`src/rtl/axis_width_downsizer_if.sv`:
```
// AXI4-Stream bundle shared by the wide input and narrow output of the width downsizer.
interface axis_width_downsizer_if #(
    parameter int unsigned DATA_WIDTH = 64,
    parameter int unsigned ID_WIDTH   = 1,
    parameter int unsigned DEST_WIDTH = 1,
    parameter int unsigned USER_WIDTH = 1
);
    localparam int unsigned KEEP_WIDTH = DATA_WIDTH / 8;

    logic                  tready;
    logic                  tvalid;
    logic [DATA_WIDTH-1:0] tdata;
    logic [KEEP_WIDTH-1:0] tkeep;
    logic                  tlast;
    logic [ID_WIDTH-1:0]   tid;
    logic [DEST_WIDTH-1:0] tdest;
    logic [USER_WIDTH-1:0] tuser;

    modport master (
        input  tready,
        output tvalid, tdata, tkeep, tlast, tid, tdest, tuser
    );

    modport slave (
        output tready,
        input  tvalid, tdata, tkeep, tlast, tid, tdest, tuser
    );
endinterface

```
`src/rtl/axis_width_downsizer.sv`:
```
// Wide-to-narrow AXI4-Stream converter: one wide beat becomes RATIO narrow beats, LSB slice first,
// with trailing null slices of a packet's final beat trimmed so tlast lands on the last data slice.
module axis_width_downsizer #(
    parameter int unsigned DATA_WIDTH_FROM = 64,
    parameter int unsigned DATA_WIDTH_TO   = 16,
    parameter int unsigned TID_WIDTH       = 1,
    parameter int unsigned TDEST_WIDTH     = 1,
    parameter int unsigned TUSER_WIDTH     = 1,
    parameter bit          TID_EN          = 1'b0,
    parameter bit          TDEST_EN        = 1'b0,
    parameter bit          TUSER_EN        = 1'b0
) (
    input  logic                          aclk,
    input  logic                          areset,
    axis_width_downsizer_if.slave         s_axis,
    axis_width_downsizer_if.master        m_axis
);
    localparam int unsigned RATIO     = DATA_WIDTH_FROM / DATA_WIDTH_TO;
    localparam int unsigned KEEP_TO   = DATA_WIDTH_TO / 8;
    localparam int unsigned KEEP_FROM = DATA_WIDTH_FROM / 8;
    localparam int unsigned IDX_W     = (RATIO > 1) ? $clog2(RATIO) : 1;

    generate
        if ((DATA_WIDTH_FROM % DATA_WIDTH_TO) != 0 || (DATA_WIDTH_TO % 8) != 0) begin : g_bad_width
            $error("axis_width_downsizer: DATA_WIDTH_FROM must be a multiple of DATA_WIDTH_TO, which must be a multiple of 8");
        end
    endgenerate

    typedef logic [IDX_W-1:0] idx_t;
    typedef enum logic {EMPTY, SEND} state_t;

    state_t                 state, state_next;
    logic                   run;
    logic [DATA_WIDTH_FROM-1:0] data_q;
    logic [KEEP_FROM-1:0]   keep_q;
    logic                   last_q;
    logic [TID_WIDTH-1:0]   id_q;
    logic [TDEST_WIDTH-1:0] dest_q;
    logic [TUSER_WIDTH-1:0] user_q;
    idx_t                   idx_q, last_idx_q, last_idx_in;
    logic                   final_slice, ready, load;
    logic [DATA_WIDTH_TO-1:0] slice_data;
    logic [KEEP_TO-1:0]     slice_keep;

    // A final beat with no keep bits at all still emits slice 0 so the packet end is never lost.
    always_comb begin
        last_idx_in = idx_t'(RATIO - 1);
        if (s_axis.tlast) begin
            last_idx_in = '0;
            for (int unsigned i = 0; i < RATIO; i++) begin
                if (|s_axis.tkeep[i*KEEP_TO +: KEEP_TO]) last_idx_in = idx_t'(i);
            end
        end
    end

    assign final_slice = (state == SEND) && (idx_q == last_idx_q) && m_axis.tready;
    assign ready       = run && ((state == EMPTY) || final_slice);
    assign load        = s_axis.tvalid && ready;

    always_ff @(posedge aclk or posedge areset) begin
        if (areset) state <= EMPTY;
        else        state <= state_next;
    end

    always_comb begin
        state_next = state;
        case (state)
            EMPTY:   if (load) state_next = SEND;
            SEND:    if (final_slice && !load) state_next = EMPTY;
            default: state_next = EMPTY;
        endcase
    end

    always_ff @(posedge aclk or posedge areset) begin
        if (areset) begin
            run        <= 1'b0;
            data_q     <= '0;
            keep_q     <= '0;
            last_q     <= 1'b0;
            id_q       <= '0;
            dest_q     <= '0;
            user_q     <= '0;
            idx_q      <= '0;
            last_idx_q <= '0;
        end else begin
            run <= 1'b1;
            if (load) begin
                data_q     <= s_axis.tdata;
                keep_q     <= s_axis.tkeep;
                last_q     <= s_axis.tlast;
                id_q       <= TID_EN   ? s_axis.tid   : '0;
                dest_q     <= TDEST_EN ? s_axis.tdest : '0;
                user_q     <= TUSER_EN ? s_axis.tuser : '0;
                idx_q      <= '0;
                last_idx_q <= last_idx_in;
            end else if (state == SEND && m_axis.tready && idx_q != last_idx_q) begin
                idx_q <= idx_q + 1'b1;
            end
        end
    end

    always_comb begin
        slice_data = '0;
        slice_keep = '0;
        for (int unsigned i = 0; i < RATIO; i++) begin
            if (idx_q == idx_t'(i)) begin
                slice_data = data_q[i*DATA_WIDTH_TO +: DATA_WIDTH_TO];
                slice_keep = keep_q[i*KEEP_TO +: KEEP_TO];
            end
        end
    end

    assign s_axis.tready = ready;
    assign m_axis.tvalid = (state == SEND);
    assign m_axis.tdata  = slice_data;
    assign m_axis.tkeep  = slice_keep;
    assign m_axis.tlast  = last_q && (idx_q == last_idx_q);
    assign m_axis.tid    = id_q;
    assign m_axis.tdest  = dest_q;
    assign m_axis.tuser  = user_q;
endmodule

```
`src/flat_wrapper.sv`:
```
// flat-port wrapper written by rule: the top's interface ports become plain ports
module axis_width_downsizer_flat 
#(
    parameter int unsigned DATA_WIDTH_FROM = 64,
    parameter int unsigned DATA_WIDTH_TO   = 16,
    parameter int unsigned TID_WIDTH       = 1,
    parameter int unsigned TDEST_WIDTH     = 1,
    parameter int unsigned TUSER_WIDTH     = 1,
    parameter bit          TID_EN          = 1'b0,
    parameter bit          TDEST_EN        = 1'b0,
    parameter bit          TUSER_EN        = 1'b0
)
  (aclk, areset, s_axis_tready, s_axis_tvalid, s_axis_tdata, s_axis_tkeep, s_axis_tlast, s_axis_tid, s_axis_tdest, s_axis_tuser, m_axis_tready, m_axis_tvalid, m_axis_tdata, m_axis_tkeep, m_axis_tlast, m_axis_tid, m_axis_tdest, m_axis_tuser);
  axis_width_downsizer_if #(.DATA_WIDTH(64), .ID_WIDTH(1), .DEST_WIDTH(1), .USER_WIDTH(1)) s_axis_i ();
  axis_width_downsizer_if #(.DATA_WIDTH(16), .ID_WIDTH(1), .DEST_WIDTH(1), .USER_WIDTH(1)) m_axis_i ();
  input  logic aclk;
  input  logic areset;
  output wire logic [$bits(s_axis_i.tready)-1:0] s_axis_tready;
  input wire logic [$bits(s_axis_i.tvalid)-1:0] s_axis_tvalid;
  input wire logic [$bits(s_axis_i.tdata)-1:0] s_axis_tdata;
  input wire logic [$bits(s_axis_i.tkeep)-1:0] s_axis_tkeep;
  input wire logic [$bits(s_axis_i.tlast)-1:0] s_axis_tlast;
  input wire logic [$bits(s_axis_i.tid)-1:0] s_axis_tid;
  input wire logic [$bits(s_axis_i.tdest)-1:0] s_axis_tdest;
  input wire logic [$bits(s_axis_i.tuser)-1:0] s_axis_tuser;
  input wire logic [$bits(m_axis_i.tready)-1:0] m_axis_tready;
  output wire logic [$bits(m_axis_i.tvalid)-1:0] m_axis_tvalid;
  output wire logic [$bits(m_axis_i.tdata)-1:0] m_axis_tdata;
  output wire logic [$bits(m_axis_i.tkeep)-1:0] m_axis_tkeep;
  output wire logic [$bits(m_axis_i.tlast)-1:0] m_axis_tlast;
  output wire logic [$bits(m_axis_i.tid)-1:0] m_axis_tid;
  output wire logic [$bits(m_axis_i.tdest)-1:0] m_axis_tdest;
  output wire logic [$bits(m_axis_i.tuser)-1:0] m_axis_tuser;
  assign s_axis_tready = s_axis_i.tready;
  assign s_axis_i.tvalid = s_axis_tvalid;
  assign s_axis_i.tdata = s_axis_tdata;
  assign s_axis_i.tkeep = s_axis_tkeep;
  assign s_axis_i.tlast = s_axis_tlast;
  assign s_axis_i.tid = s_axis_tid;
  assign s_axis_i.tdest = s_axis_tdest;
  assign s_axis_i.tuser = s_axis_tuser;
  assign m_axis_i.tready = m_axis_tready;
  assign m_axis_tvalid = m_axis_i.tvalid;
  assign m_axis_tdata = m_axis_i.tdata;
  assign m_axis_tkeep = m_axis_i.tkeep;
  assign m_axis_tlast = m_axis_i.tlast;
  assign m_axis_tid = m_axis_i.tid;
  assign m_axis_tdest = m_axis_i.tdest;
  assign m_axis_tuser = m_axis_i.tuser;
  axis_width_downsizer #(.DATA_WIDTH_FROM(DATA_WIDTH_FROM), .DATA_WIDTH_TO(DATA_WIDTH_TO), .TID_WIDTH(TID_WIDTH), .TDEST_WIDTH(TDEST_WIDTH), .TUSER_WIDTH(TUSER_WIDTH), .TID_EN(TID_EN), .TDEST_EN(TDEST_EN), .TUSER_EN(TUSER_EN)) u_core (.aclk(aclk), .areset(areset), .s_axis(s_axis_i), .m_axis(m_axis_i));
endmodule
```
`config.mk`:
```
export PLATFORM = sky130hd
export DESIGN_NAME = axis_width_downsizer_flat
export DESIGN_NICKNAME = d
export VERILOG_FILES = /design/src/rtl/axis_width_downsizer_if.sv /design/src/rtl/axis_width_downsizer.sv /design/src/flat_wrapper.sv
export SDC_FILE = /design/constraint.sdc
export NUM_CORES = 1
export LEC_CHECK = 0
export ABC_AREA = 1
export BUFFER_PORTS_ARGS = -buffer_cell sky130_fd_sc_hd__buf_2
export CAP_MARGIN = 10
export CORE_ASPECT_RATIO = 0.7
export CORE_MARGIN = 2
export CORE_UTILIZATION = 40
export CTS_CLUSTER_SIZE = 28
export DETAILED_ROUTE_END_ITERATION = 16
export PLACE_DENSITY = 0.66
export SLEW_MARGIN = 20
export SYNTH_ARGS = -nofsm -noshare
export SYNTH_HDL_FRONTEND = slang
export SYNTH_SLANG_ARGS = --single-unit
```
`constraint.sdc`:
```
create_clock -name aclk -period 2.32 [get_ports aclk]
set_input_delay 0.464 -clock aclk [delete_from_list [all_inputs] [get_ports aclk]]
set_output_delay 0.464 -clock aclk [all_outputs]
set_load 0.01 [all_outputs]
```
==> metrics.yaml <==
cts:
  clk_latency_ns: 0.34
  clkTransAtPathRegs_ns: 0.06
  clkSinkCount: 79
  htreeDepth: 3
  tritoncts: "yes"
  numCtsBuffers: 9
  cts_hold_buf: 0
  root_buffer: "clkbuf_16"
  cts_buffer_depth: 2
timing:
  fmax_mhz: 439
  drv_slew: 0
  fin_skew_ns: 0.00567
  max_slew_margin_pct: 58.4
  setup_viol: 0
  final_hold_viol_count: 0
  post-route-period-util_pct: 98.1
  grt_setup_unrepaired: "true"
  timing.hold.ws_ns: 0.202
  tightest_slew_ns: 0.622
  finalCriticalPeriod_ns: 2.28
worst_setup_path:
  cp_data_arrival_time_ns: 1.81
  crit_path_start_kind: "register"
  crit_type: "register to primary output"
  crit_path_end_kind: "primary output"
  path_max_fanout: 9
  crit_required_ns: 1.86
synthesis:
  seq_area_frac_synth_pct: 49.9
  synth_top_area_share_pct: 49.9
  synth_area_per_cell_um2: 7.90
  netlist_instances: 502
  ys_ff_latch: 79
  syn_area_um2: 3970
  synthTopCellsByArea: "dfrtp_1 50%, nand2_1 19%, nand4_1 12%"
  ys_warn_count: 0
  netlist.top_cell.by_area: "dfrtp_1"
  yosysUniqueCellTypes: 22
cells_and_area:
  drive_gt1_share_pct: 25.5
  n_fill_cell: 949
  seq_area_um2: 1980
  fin_area_um2: 5040
  antenna_cells: 0
  utilization_pct: 52.0
  num-nets-final: 672
  areaGrowthSynthToFinish_pct: 27.0
  multiInputGateArea_um2: 1780
place:
  dpl.hpwl_mm: 7.91
  numPortBuffers: 97
  place_area_um2: 4550
  routabilityCongestion: 0.864
run:
  max_cap_violations: 0
outcome:
  run_status: "completed"
die:
  die_height_um: 87.3
  die_x_um: 123
  die_area_um2: 10700
  core_um2: 9680
  start_util_pct: 40.9
  rows: 30
  ios: 104
detailed_routing:
  ant_nets: 0
  first_iter_violations: 319
  drc: 0
  vias: 3803
  drt_first_pass_iters: 4
  drt-total-wl_mm: 11.6
  post_drt_wl_per_cell_um: 16.0
  avgViaCountPerCell: 5.27
global_routing:
  overflow: 0
  grt_max_degree: 46
  grt_first_pass_wirelength_mm: 17.9
  antenna_found_initial: 0
  grt_pass1_vias: 3588
  grt_usage_pct: 22.0
power:
  ir_worst_vdd_v: 0.000552
  leakagePower_nw: 2.67
  power.density_nw_per_um2: 1430
  total_power_mw: 7.21
hold_path:
  hold_class: "input pin to async pin"
kinds of logic (layout without fill, tap and decap cells):
logic type / count (synthesis) / count (layout) / synth area share [%]
compound gates: 55 / 55 / 8.05
other cells: 2 / 4 / 0.189
flops: 79 / 79 / 49.9
buf+inv: 58 / 147 / 6.56
fa+ha+maj: 4 / 4 / 1.26
xor+xnor: 1 / 1 / 0.221
simple gates: 303 / 303 / 33.9
cell type report:
| type | count | share of cell area, % |
|---|---|---|
| sequential | 79 | 39.3 |
| multi-input combinational | 367 | 35.3 |
| timing repair buffer | 120 | 14.6 |
| clock buffer | 11 | 4.82 |
| tap | 128 | 3.18 |
| clock inverter | 5 | 1.61 |
| inverter | 11 | 1.19 |
synth_stat cells:
master and instances:
ha_1 4, nand3_1 5, o21ai_0 3, clkbuf_1 24, buf_6 2, inv_1 8
nand3_2 1, buf_1 7, nand2_1 200, conb_1 2, a21oi_1 34, dfrtp_1 79
buf_4 4, o211ai_1 17, xnor2_1 1, nor2b_1 1, buf_2 10, clkinv_1 3
nor2_1 20, nand2_2 1, nand4_1 75, a31oi_1 1
through the flow:
step                setup TNS [ns]  std cells  setup WS, ns
floorplan                        0        504         0.276
global placement                 0        700         0.141
detailed placement               0        700        0.0681
CTS                              0        717       0.00489
global route               -0.0521        721       -0.0152
finish                           0        721        0.0436
routing by layer:
metal | part of all wire (%) | GRT usage, %
met3 | 6.5 | 5.37
met1 | 48 | 31.2
met4 | 0.82 | 4.75
met5 | 0 | 0
met2 | 45 | 34.3
where the power goes:
group | switching [mW] | total, mW | leakage (nW) | internal [mW]
Combinational | 1.98 | 3.27 | 1.54 | 1.28
Sequential | 0.384 | 2.40 | 0.978 | 2.02
Clock | 0.569 | 1.54 | 0.156 | 0.972
worst max-delay path: stages (launching register included):
cell and delay [ns]:
dfrtp_1 0.41, inv_2 0.12, ha_4 0.18, inv_8 0.05, clkbuf_16 0.16, nand2_2 0.06
o211ai_1 0.10, a21oi_1 0.22, buf_2 0.17
flip-flops by register name, indices dropped and copies added, names as in the netlist:
| signal | cells |
|---|---|
| u_core.run | 1 |
| u_core.last_q | 1 |
| u_core.idx_q | 2 |
| u_core.last_idx_q | 2 |
| u_core.m_axis.tvalid | 1 |
| u_core.keep_q | 8 |
| u_core.data_q | 64 |
final timing paths:
kind | depth (start not counted) | start | to | slack, ns
setup / recovery | 8 | u_core.idx_q[1] | m_axis_tdata[1] | 0.04
hold / removal | 2 | areset | u_core.idx_q[0] | 0.20
setup reg to reg | 9 | u_core.idx_q[0] | u_core.data_q[57] | 0.41
hold reg to reg | 2 | u_core.data_q[27] | u_core.data_q[27] | 0.47
max in group asynchronous | 3 | areset | u_core.run | 1.48
min in group aclk | 3 | s_axis_tdata[25] | u_core.data_q[25] | 0.37
cell usage in the layout (no fill, tap or decap), types with 2 or more instances in the layout:
master / count
buf_12: 2
nand2_2: 3
nand3_1: 5
nand4_1: 75
o21ai_0: 2
nand2_1: 198
ha_4: 2
clkinvlp_4: 2
nor2_1: 20
ha_1: 2
a21oi_2: 3
bufinv_16: 2
inv_1: 5
buf_6: 5
dfrtp_1: 78
conb_1: 4
inv_2: 2
clkbuf_16: 11
clkinv_4: 2
o211ai_1: 17
a21oi_1: 31
buf_4: 14
buf_2: 97
what timing repair did:
action | 4_1_cts | 5_1_grt
resized for setup | 7 | 21
pin swaps | 0 | 4
setup buffers | 1 | 0
cloned | 0 | 4
endpoints found under the setup margin | 18 | 18
Note: power is estimated with default switching activity, not from simulation.
